--- src/rtl/fifo_pkg.sv ---
// Shared types and constants for the FIFO stream reader slice.
package fifo_pkg;

  typedef enum logic [1:0] {
    IDLE  = 2'd0,
    RUN   = 2'd1,
    FLUSH = 2'd2
  } rd_state_t;

  localparam int RD_BUF_DEPTH = 2;
  localparam int RD_OCC_W     = $clog2(RD_BUF_DEPTH + 1);

endpackage

--- src/rtl/out_skid_buf.sv ---
// Two-entry output buffer: head entry drives the stream, pushes land at the tail.
module out_skid_buf
  import fifo_pkg::*;
#(
  parameter int WIDTH = 8
) (
  input  logic                clk,
  input  logic                rst,
  input  logic                i_push,
  input  logic                i_pop,
  input  logic                i_clear,
  input  logic [WIDTH-1:0]    i_data,
  output logic [WIDTH-1:0]    o_data,
  output logic [RD_OCC_W-1:0] o_occ
);

  logic [WIDTH-1:0]    r_mem [RD_BUF_DEPTH];
  logic                r_head;
  logic [RD_OCC_W-1:0] r_occ;
  logic                w_tail;

  // With two slots the tail is head when occ is 0 or 2, the other slot when occ is 1;
  // at occ==2 a push only happens together with a pop, so it refills the slot being vacated.
  assign w_tail = r_head ^ r_occ[0];
  assign o_data = r_mem[r_head];
  assign o_occ  = r_occ;

  always_ff @(posedge clk or negedge rst) begin
    if (!rst) begin
      r_mem[0] <= '0;
      r_mem[1] <= '0;
      r_head   <= 1'b0;
      r_occ    <= '0;
    end else begin
      if (i_push && !i_clear) r_mem[w_tail] <= i_data;
      if (i_clear) begin
        r_occ <= '0;
      end else begin
        if (i_pop) r_head <= ~r_head;
        case ({i_push, i_pop})
          2'b10:   r_occ <= r_occ + RD_OCC_W'(1);
          2'b01:   r_occ <= r_occ - RD_OCC_W'(1);
          default: r_occ <= r_occ;
        endcase
      end
    end
  end

endmodule

--- src/rtl/fifo_stream_reader.sv ---
// FIFO consumer: pops the FIFO into a 2-entry buffer and presents a valid/ready stream.
// Optional macro FIFO_STREAM_READER_ASSERT_EN compiles in protocol assertions and covers.
module fifo_stream_reader
  import fifo_pkg::*;
#(
  parameter int WIDTH = 8,
  parameter int CNT_W = 16
) (
  input  logic             clk,
  input  logic             rst,
  input  logic             enable,
  input  logic             flush,
  input  logic             fifo_empty,
  input  logic [WIDTH-1:0] fifo_data,
  output logic             fifo_pop,
  output logic             out_valid,
  input  logic             out_ready,
  output logic [WIDTH-1:0] out_data,
  output logic             busy,
  output logic [CNT_W-1:0] word_cnt,
  output logic             flush_done
);

  rd_state_t           r_state;
  logic [CNT_W-1:0]    r_word_cnt;
  logic                r_flush_done;
  logic [RD_OCC_W-1:0] w_occ;
  logic                w_fire;
  logic                w_push;
  logic                w_clear;
  logic                w_has_room;

  out_skid_buf #(
    .WIDTH (WIDTH)
  ) u_buf (
    .clk     (clk),
    .rst     (rst),
    .i_push  (w_push),
    .i_pop   (w_fire),
    .i_clear (w_clear),
    .i_data  (fifo_data),
    .o_data  (out_data),
    .o_occ   (w_occ)
  );

  assign out_valid  = (w_occ != '0);
  assign w_fire     = out_valid & out_ready;
  assign w_has_room = (w_occ < RD_OCC_W'(RD_BUF_DEPTH)) | w_fire;

  always_comb begin
    fifo_pop = 1'b0;
    case (r_state)
      RUN:     fifo_pop = !fifo_empty && w_has_room;
      FLUSH:   fifo_pop = !fifo_empty;
      default: fifo_pop = 1'b0;
    endcase
  end

  // FLUSH pops are discarded: only RUN pops reach the buffer.
  assign w_push  = fifo_pop && (r_state == RUN);
  assign w_clear = flush && (r_state != FLUSH);

  always_ff @(posedge clk or negedge rst) begin
    if (!rst) begin
      r_state      <= IDLE;
      r_flush_done <= 1'b0;
    end else begin
      r_flush_done <= 1'b0;
      case (r_state)
        IDLE: begin
          if (flush)       r_state <= FLUSH;
          else if (enable) r_state <= RUN;
        end
        RUN: begin
          if (flush)        r_state <= FLUSH;
          else if (!enable) r_state <= IDLE;
        end
        FLUSH: begin
          if (fifo_empty && !flush) begin
            r_state      <= IDLE;
            r_flush_done <= 1'b1;
          end
        end
        default: r_state <= IDLE;
      endcase
    end
  end

  always_ff @(posedge clk or negedge rst) begin
    if (!rst) begin
      r_word_cnt <= '0;
    end else if (w_fire && (r_word_cnt != '1)) begin
      r_word_cnt <= r_word_cnt + CNT_W'(1);
    end
  end

  assign word_cnt   = r_word_cnt;
  assign flush_done = r_flush_done;
  assign busy       = (r_state != IDLE) || out_valid;

`ifdef FIFO_STREAM_READER_ASSERT_EN
  a_pop_nonempty: assert property (@(posedge clk) disable iff (!rst)
    fifo_pop |-> !fifo_empty);

  // A flush is the one sanctioned way for a stalled word to vanish.
  a_stall_hold: assert property (@(posedge clk) disable iff (!rst)
    (out_valid && !out_ready && !flush) |=> (out_valid && $stable(out_data)));

  a_occ_bound: assert property (@(posedge clk) disable iff (!rst)
    w_occ <= RD_OCC_W'(RD_BUF_DEPTH));

  a_flush_quiet: assert property (@(posedge clk) disable iff (!rst)
    (r_state == FLUSH) |-> !out_valid);

  c_buf_full:   cover property (@(posedge clk) disable iff (!rst) w_occ == RD_OCC_W'(RD_BUF_DEPTH));
  c_fire_pop:   cover property (@(posedge clk) disable iff (!rst) w_fire && fifo_pop);
  c_flush_done: cover property (@(posedge clk) disable iff (!rst) flush_done);
`endif

endmodule
--- config.mk ---
export PLATFORM = sky130hd
export DESIGN_NAME = fifo_stream_reader
export DESIGN_NICKNAME = d
export VERILOG_FILES = /design/src/rtl/fifo_pkg.sv /design/src/rtl/out_skid_buf.sv /design/src/rtl/fifo_stream_reader.sv
export SDC_FILE = /design/constraint.sdc
export NUM_CORES = 1
export LEC_CHECK = 0
export BUFFER_PORTS_ARGS = -buffer_cell sky130_fd_sc_hd__clkbuf_2
export CAP_MARGIN = 20
export CELL_PAD_IN_SITES_DETAIL_PLACEMENT = 1
export CELL_PAD_IN_SITES_GLOBAL_PLACEMENT = 1
export CORE_ASPECT_RATIO = 0.8
export CORE_MARGIN = 5
export CORE_UTILIZATION = 38
export CTS_CLUSTER_DIAMETER = 150
export DETAILED_ROUTE_END_ITERATION = 7
export PLACE_DENSITY_LB_ADDON = 0.1
export SYNTH_ARGS = -nofsm -noshare
export SYNTH_HDL_FRONTEND = slang
export SYNTH_HIERARCHICAL = 1
export SYNTH_SLANG_ARGS = --single-unit
export TNS_END_PERCENT = 30
--- constraint.sdc ---
create_clock -name clk -period 1.8 [get_ports clk]
set_input_delay 0.27 -clock clk [delete_from_list [all_inputs] [get_ports clk]]
set_output_delay 0.27 -clock clk [all_outputs]
set_load 0.03 [all_outputs]
==> flow_summary.toml, run 1 <==
[grt]
antenna_found_initial = 0
grt_max_degree = 39
grt_pass1_wl_um = 7780
grtUsageTotal_pct = 15.5
overflow = 0
grt_pass1_vias = 1560

[timing]
setup_viol = 17
hold-worst-slack_ps = 24.3
finClkSkew_ps = 5.65
slew_violations = 0
fin_ws_ps = -146
timing.final.hold_violations = 0
maxSlewHeadroom_pct = 67.4
tightest_slew_ps = 488
fmax_mhz = 514
period_minus_slack_ps = 1950
final.period_utilization_pct = 108
rsz0062_at_grt = "yes"

[logic_synthesis]
synth_edf_count = 0
syn-num-nets = 173
yosysWarnings = 6
netlist_area_um2 = 1910
synth_cells = 155
synth_cell_types = 34
syn_area_per_cell_um2 = 12.3
yosysSeqAreaShare_pct = 49.8
yosysTopAreaCell = "dfrtp_1"
synth_ff_type = "dfrtp_1"
yosys_register_bits = 38
ys_top_cells_by_area = "dfrtp_1 (50%), mux2_2 (14%), xnor2_1 (6.0%), ha_1 (2.6%), nand4_1 (2.6%)"
yosys.area.top_type_share_pct = 49.8
synthArstFlopShare_pct = 100

[critical_path]
cp_max_fo = 8
critPathLaunchType = "flip-flop"
cp-end-kind = "flip-flop"
path_class = "flip-flop to flip-flop"
critPathRequiredTime_ps = 1970
arrival_ps = 2110

[clock_tree]
cts-htree-levels = 2
cts_made_buffers = 5
cts_tree = "built"
cts_num_sinks = 38
clockBufferDepth = 2
clkLatencyLatePin_ps = 290
clkTransAtPathRegs_ps = 70
cts_hold_buf = 0
cts-root-buf = "clkbuf_8"

[power]
power_switching_mw = 1.34
pwr-share-seq_pct = 36.1
p_comb_share_pct = 46.2
p_leak_nw = 1.23
power_density_nw_per_um2 = 1350
intPower_mw = 2.07
switching_share_pct = 39.3
clkPwrFrac_pct = 17.7
ir_drop_uv = 711

[cells_and_area]
area_delta_synth_final_pct = 33.0
fin_cells = 279
drive_gt1_share_pct = 48.4
final_common_cell = "clkbuf_2"
antennaDiodeCount = 0
most-common-layout-cells = "clkbuf_2 (40), dfrtp_1 (38), mux2_4 (16)"
utilization_pct = 51.3
nNetsFinal = 234

[run_status]
outcome = "finished with violations"
violations = "setup timing"

[run]
cap_violations = 0

[placed_design]
dp_hpwl_um = 3300
numPortBuffers = 41
gp_congestion = 0.834
dpl.cell_count = 268
post-place-ws_ps = -149

[detailed_routing]
dr.pass1.iters = 4
wire_per_inst_um = 16.4
postRouteAntennaNets = 0
vias = 1414
routed_wl_um = 4570
drc = 0
vias_per_cell = 5.07
dr.first_iter.drc_count = 15

[floorplanning]
ios = 42
initial_utilization_pct = 38.6
core_um2 = 4950
die_w_um = 89.3
fp-row-count = 23
die_h_um = 73.4
fp.dieArea_um2 = 6550

[worst_hold_path]
min_path_type = "input pin to asynchronous set/reset pin"
-- synthesized netlist by cell type, types with 2 or more instances --
cell type / number
dfrtp_1: 38
mux2_2: 24
xnor2_1: 13
nand4_1: 8
nand2_1: 7
inv_1: 6
nand3_1: 6
nand2b_1: 5
nor3_1: 5
ha_1: 4
nor2_1: 4
o21ai_0: 4
nor3b_1: 3
xor2_1: 3
and2_1: 2
and3_1: 2
and3b_1: 2
and4_4: 2
buf_6: 2
-- metrics by stage --
stage	total power [mW]	setup TNS, ps	area [µm²]
floorplan	2.20	-4950	1940
global placement	2.58	-940	2300
detailed placement	2.65	-2050	2300
CTS	3.44	-1370	2530
global route	3.64	-3500	2540
finish	3.42	-1700	2540
-- cells by family after synthesis --
logic type | share of synthesized area (%)
buffers and inverters | 2.36
xor gates and xnor gates | 8.19
AOI/OAI and AO/OA | 4.06
DFF | 49.8
muxes | 15.3
adders and majority gates | 2.62
and+or+nand+nor | 17.7
-- layout make-up --
cell class | count | area [µm²]
flip-flops and latches | 38 | 951
clock inverters | 2 | 12.5
fillers | 534 | 2410
multi-input cells | 109 | 1040
clock buffers | 6 | 82.6
repair buffers | 56 | 357
inverters | 6 | 22.5
well taps | 62 | 77.6
-- flip-flops by register name, indices dropped and copies added, names as in the netlist --
name	flops
flush_done	1
r_state	2
u_buf/o_occ	2
u_buf/r_head	1
u_buf/r_mem	16
word_cnt	16
-- power by group through the flow --
stage / clock (mW) / combinational, mW / sequential [mW]
2_1_floorplan: 0 / 0.879 / 1.32
3_3_place_gp: 0 / 1.36 / 1.22
3_5_place_dp: 0 / 1.40 / 1.24
4_1_cts: 0.625 / 1.58 / 1.23
5_1_grt: 0.659 / 1.71 / 1.27
6_report: 0.606 / 1.58 / 1.23
-- critical path, stage by stage (launching register included) --
cell     delay (ps)
dfrtp_1         400
inv_2            80
ha_4            260
nor3b_4         190
and2_4          200
nor3b_4         220
buf_12          170
mux2_4          310
-- path summary, 6_finish.rpt --
kind                            startpoint              end  cells after the start  slack, ps
setup reg to reg                r_state[0]   u_buf/r_mem[2]                      7       -150
hold / removal                         rst       r_state[1]                      2         20
min in group clk              fifo_data[3]   u_buf/r_mem[3]                      2        240
hold reg to reg            u_buf/r_mem[14]  u_buf/r_mem[14]                      1        510
max in group asynchronous              rst      word_cnt[0]                      2       1430
setup / recovery                r_state[0]   u_buf/r_mem[2]                      7       -150
-- layer usage --
layer	global-route usage (%)	part of all wire (%)
met5	0	0
met3	3.59	4.7
met4	3.47	1.1
met2	26.6	49
met1	19.9	46
-- what timing repair did --
action,in CTS,in global routing
buffers inserted,3,0
gates resized for setup,24,2
cloned,0,0
pin swaps,2,4
setup endpoints to repair,17,19
Power figures use the tool's default switching activity.
==> inputs of run 2 (changes only) <==
CORE_MARGIN = unset   (was 5)
==> run 2 against run 1 <==
Against the previous run: the flow still finishes with violations (setup timing); register-to-register slack gained 20 ps; clock skew shrank 2.4 ps; first-iteration DRC count grew to 3.7 times the previous value; sequential power is essentially flat; critical path depth is the same; count of clock-buffer cells in the layout is the same; sequential share of layout area shrank 0.24 points; critical endpoint is now u_buf/r_mem[8]; largest cell class unchanged; largest power group unchanged.
==> flow_summary.toml, run 2 (synthesis results as in run 1) <==
[run_status]
outcome = "finished with violations"
violations = "setup timing"

[clock_tree]
clockBufferDepth = 2
cts_num_sinks = 38
cts-htree-levels = 2
cts_made_buffers = 5
clkLatencyLatePin_ps = 290
cts-root-buf = "clkbuf_8"
cts_hold_buf = 0
cts_tree = "built"
clkTransAtPathRegs_ps = 70

[critical_path]
path_class = "flip-flop to flip-flop"
r2r_start = "r_state[1]"
worst_r2r_path_depth = 7
reg2reg_slack_ps = -120
critPathRequiredTime_ps = 1980
cp_num_cells = 7
path_cells = "inv_2, ha_4, nor3b_4, and2_4, and3b_2, buf_12, mux2_2"
crit_family = "simple AND/OR/NAND/NOR gates"
max_stage_delay_ps = 390
critPathLaunchType = "flip-flop"
path_buf_inv = 2
arrival_ps = 2100
worstReg2RegEnd = "u_buf/r_mem[8]"
slowest_stage = "dfrtp_1"
cp_max_fo = 7
critical_path.startpoint = "r_state[1]"
cp-end-kind = "flip-flop"

[floorplanning]
fp-row-count = 22
ios = 42
die_h_um = 65.4
fp.dieArea_um2 = 5310
die_w_um = 81.3
core_um2 = 4710
initial_utilization_pct = 40.6

[power]
p_leak_nw = 1.25
power_density_nw_per_um2 = 1380
ir_drop_uv = 786
total_power_mw = 3.52

[grt]
grtUsageTotal_pct = 19.2
grt_max_degree = 39
grt_pass1_wl_um = 7510
grt_pass1_vias = 1514
antenna_found_initial = 0
overflow = 0

[placed_design]
post-place-ws_ps = -127
dp_hpwl_um = 3040
numPortBuffers = 41
gp_congestion = 0.787
place_area_um2 = 2300
dpl.cell_count = 267

[detailed_routing]
drc = 0
postRouteAntennaNets = 0
vias_per_cell = 5.06
dr.pass1.iters = 4
routed_wl_um = 4470
vias = 1407
wire_per_inst_um = 16.1
dr.first_iter.drc_count = 55

[cells_and_area]
drive_gt1_share_pct = 50.0
nNetsFinal = 236
fin_cells = 278
final_common_cell = "clkbuf_2"
most-common-layout-cells = "clkbuf_2 (40), dfrtp_1 (38), buf_4 (16)"
fillerInstances = 503
finish.instance_area_um2 = 2550
area_delta_synth_final_pct = 33.8
utilization_pct = 54.3
antennaDiodeCount = 0

[timing]
tightest_slew_ps = 497
maxSlewHeadroom_pct = 66.9
finalSetupTns_ps = -1850
setup_viol = 17
slew_violations = 0
fin_ws_ps = -121
final.period_utilization_pct = 107
period_minus_slack_ps = 1920
finClkSkew_ps = 3.20
fmax_mhz = 520
hold-worst-slack_ps = 21.7
rsz0062_at_grt = "yes"
timing.final.hold_violations = 0

[worst_hold_path]
min_path_type = "input pin to asynchronous set/reset pin"

[run]
cap_violations = 0
## run 2: layer usage
metal	up-vias	global-route usage, %	routed length [µm]
met3	7	4.17	146
met4	0	6.70	58
met2	31	31.4	2160
met5	-	0	0
met1	697	24.9	2110
li1	672	-	-
## run 2: where the power goes
group          total (mW)  leakage (nW)  switching, mW  internal [mW]
registers            1.24         0.512          0.185           1.05
clock network       0.738        0.0573          0.295          0.443
logic                1.55         0.677          0.854          0.694
total                3.52          1.25           1.33           2.19
## run 2: repair_timing
action                     in CTS  in global routing
pin swaps                       2                  2
setup endpoints to repair      18                 20
setup buffers                   4                  0
resized for setup              20                  2
## run 2: final cells by class
type                       instances  area (µm²)  share of cell area [%]
tap                               60        75.1                    2.94
clock inverter                     1        30.0                    1.18
multi-input combinational        109        1030                    40.5
inverter                           6        22.5                   0.881
clock buffer                       6        82.6                    3.23
sequential                        38         951                    37.2
timing repair buffer              58         360                    14.1
## run 2: how the worst max path moves through the flow
stage,to
2_1_floorplan,u_buf/r_mem[0]
3_3_place_gp,u_buf/r_mem[7]
3_5_place_dp,u_buf/r_mem[10]
4_1_cts,u_buf/r_mem[10]
5_1_grt,u_buf/r_mem[5]
6_report,u_buf/r_mem[8]
==> inputs of run 3 (changes only) <==
BUFFER_PORTS_ARGS = unset   (was -buffer_cell sky130_fd_sc_hd__clkbuf_2)
CORE_UTILIZATION = 44   (was 38)
DONT_BUFFER_PORTS = 1   (was unset)
==> run 3 against run 2 <==
Against the previous run: the run still ends with setup timing left; final cell count is 9.4% lower; routed wire length is 1.5% higher; global-route usage is 2.3 points higher; count of clock-buffer cells in the layout is 1 higher; fmax is 1.9% higher; core utilization is 5.6 points higher; worst hold slack better by 100 ps; final area is 2.0% lower; clock power is 20% lower.
==> flow_summary.toml, run 3 (synthesis results as in run 1) <==
[timing]
finClkSkew_ps = 4.46
period_minus_slack_ps = 1890
finalSetupTns_ps = -1190
slew_violations = 0
timing.final.hold_violations = 0
rsz0062_at_grt = "yes"
hold-worst-slack_ps = 126
fmax_mhz = 530
maxSlewHeadroom_pct = 71.6
setup_viol = 18
tightest_slew_ps = 425
fin_ws_ps = -85.4
final.period_utilization_pct = 105

[placed_design]
dpl.cell_count = 236
dp_hpwl_um = 3040
numPortBuffers = 0
post-place-ws_ps = -137
gp_congestion = 0.694

[critical_path]
path_class = "flip-flop to flip-flop"
cp_max_fo = 3
worstReg2RegEnd = "u_buf/o_occ[1]"
cp-end-kind = "flip-flop"
worst_r2r_path_depth = 10
reg2reg_slack_ps = -90
arrival_ps = 2060
critPathLaunchType = "flip-flop"
critPathRequiredTime_ps = 1980
r2r_start = "r_state[1]"

[floorplanning]
fp.dieArea_um2 = 4610
ios = 42
die_w_um = 75.7
core_um2 = 4180
initial_utilization_pct = 45.7
fp-row-count = 21
die_h_um = 60.9

[grt]
grt_pass1_wl_um = 7000
grt_max_degree = 39
grt_pass1_vias = 1385
antenna_found_initial = 0
grtUsageTotal_pct = 21.4
overflow = 0

[cells_and_area]
area_delta_synth_final_pct = 31.1
fin_cells = 252
fillerInstances = 412
drive_gt1_share_pct = 44.1
antennaDiodeCount = 0
most-common-layout-cells = "dfrtp_1 (38), buf_4 (28), mux2_4 (16)"
final_common_cell = "dfrtp_1"
nNetsFinal = 212

[clock_tree]
clkTransAtPathRegs_ps = 70
cts_made_buffers = 5
clkLatencyLatePin_ps = 290
cts_tree = "built"
cts_num_sinks = 38
cts-htree-levels = 2
cts-root-buf = "clkbuf_8"
clockBufferDepth = 2

[run]
cap_violations = 0

[power]
switching_share_pct = 39.1
intPower_mw = 2.06
power_switching_mw = 1.32
p_comb_share_pct = 46.5
total_power_mw = 3.38
pwr-share-seq_pct = 36.0
p_leak_nw = 1.16
clkPwrFrac_pct = 17.5
power_density_nw_per_um2 = 1350
ir_drop_uv = 804

[worst_hold_path]
min_path_type = "input pin to flip-flop"
hold_path.startpoint = "fifo_data[2]"
hold_depth = 1
hold_end = "u_buf/r_mem[10]"

[detailed_routing]
dr.first_iter.drc_count = 40
drc = 0
postRouteAntennaNets = 0
wire_per_inst_um = 18.0
routed_wl_um = 4540
vias = 1344
vias_per_cell = 5.33
dr.pass1.iters = 4

[run_status]
violations = "setup timing"
outcome = "finished with violations"
run 3: cell count changes in the layout (fill, tap and decap cells not counted), sizes merged:
cell         change
buf             +15
bufinv           -1
clkbuf          -39
clkinv           +1
dlygate4sd3      +1
run 3: per-layer routing:
layer,track usage (%),routed length [µm],vias up,share of wire (%)
met1,29.4,2130,680,47
met3,6.48,215,8,4.7
met2,32.7,2140,28,47
li1,-,-,628,-
met4,7.14,54,0,1.2
met5,0,0,-,0
run 3: cell type report:
cell class | count | area [µm²] | area share [%]
timing repair buffer | 34 | 303 | 12.1
sequential | 38 | 951 | 38.0
tap | 57 | 71.3 | 2.85
clock inverter | 1 | 5.00 | 0.200
inverter | 6 | 22.5 | 0.900
clock buffer | 7 | 86.3 | 3.45
multi-input combinational | 109 | 1060 | 42.5
run 3: how the worst max path moves through the flow:
stage                from  cells past startpoint        endpoint  slack (ps)
4_1_cts        r_state[0]                      7  u_buf/r_mem[6]         -80
2_1_floorplan  r_state[1]                      7  u_buf/r_mem[0]        -360
3_5_place_dp   r_state[1]                      8  u_buf/r_mem[6]        -140
3_3_place_gp   r_state[1]                      8  u_buf/r_mem[2]         -50
6_report       r_state[1]                     10  u_buf/o_occ[1]         -90
5_1_grt        r_state[1]                     10  u_buf/o_occ[1]        -220
run 3: power by group through the flow:
stage	clock, mW	sequential [mW]	combinational (mW)
global placement	0	1.19	1.27
finish	0.591	1.22	1.57
CTS	0.614	1.20	1.52
detailed placement	0	1.21	1.31
floorplan	0	1.32	0.879
global route	0.651	1.24	1.69
run 3: repair_timing:
| action | in CTS | in global routing |
|---|---|---|
| hold buffers | 2 | 0 |
| buffers inserted | 4 | 2 |
| resized for setup | 25 | 5 |
| setup endpoints to repair | 16 | 18 |
| pin swaps | 3 | 1 |
| hold endpoints to repair | 38 | 0 |
run 3: critical path, cell delays in order (launching register included):
cell     delay [ps]
dfrtp_1         410
buf_4           160
ha_4            160
a21oi_4         130
nor3b_4          60
and2_4          160
buf_4           120
buf_4           140
nor3b_4         200
o21ai_1          80
nor3b_2         150
run 3: metrics by stage:
step	area [µm²]	util, %
4_1_cts	2470	59.1
3_3_place_gp	2190	52.5
5_1_grt	2500	59.9
2_1_floorplan	1940	-
3_5_place_dp	2190	52.5
6_report	2500	59.9
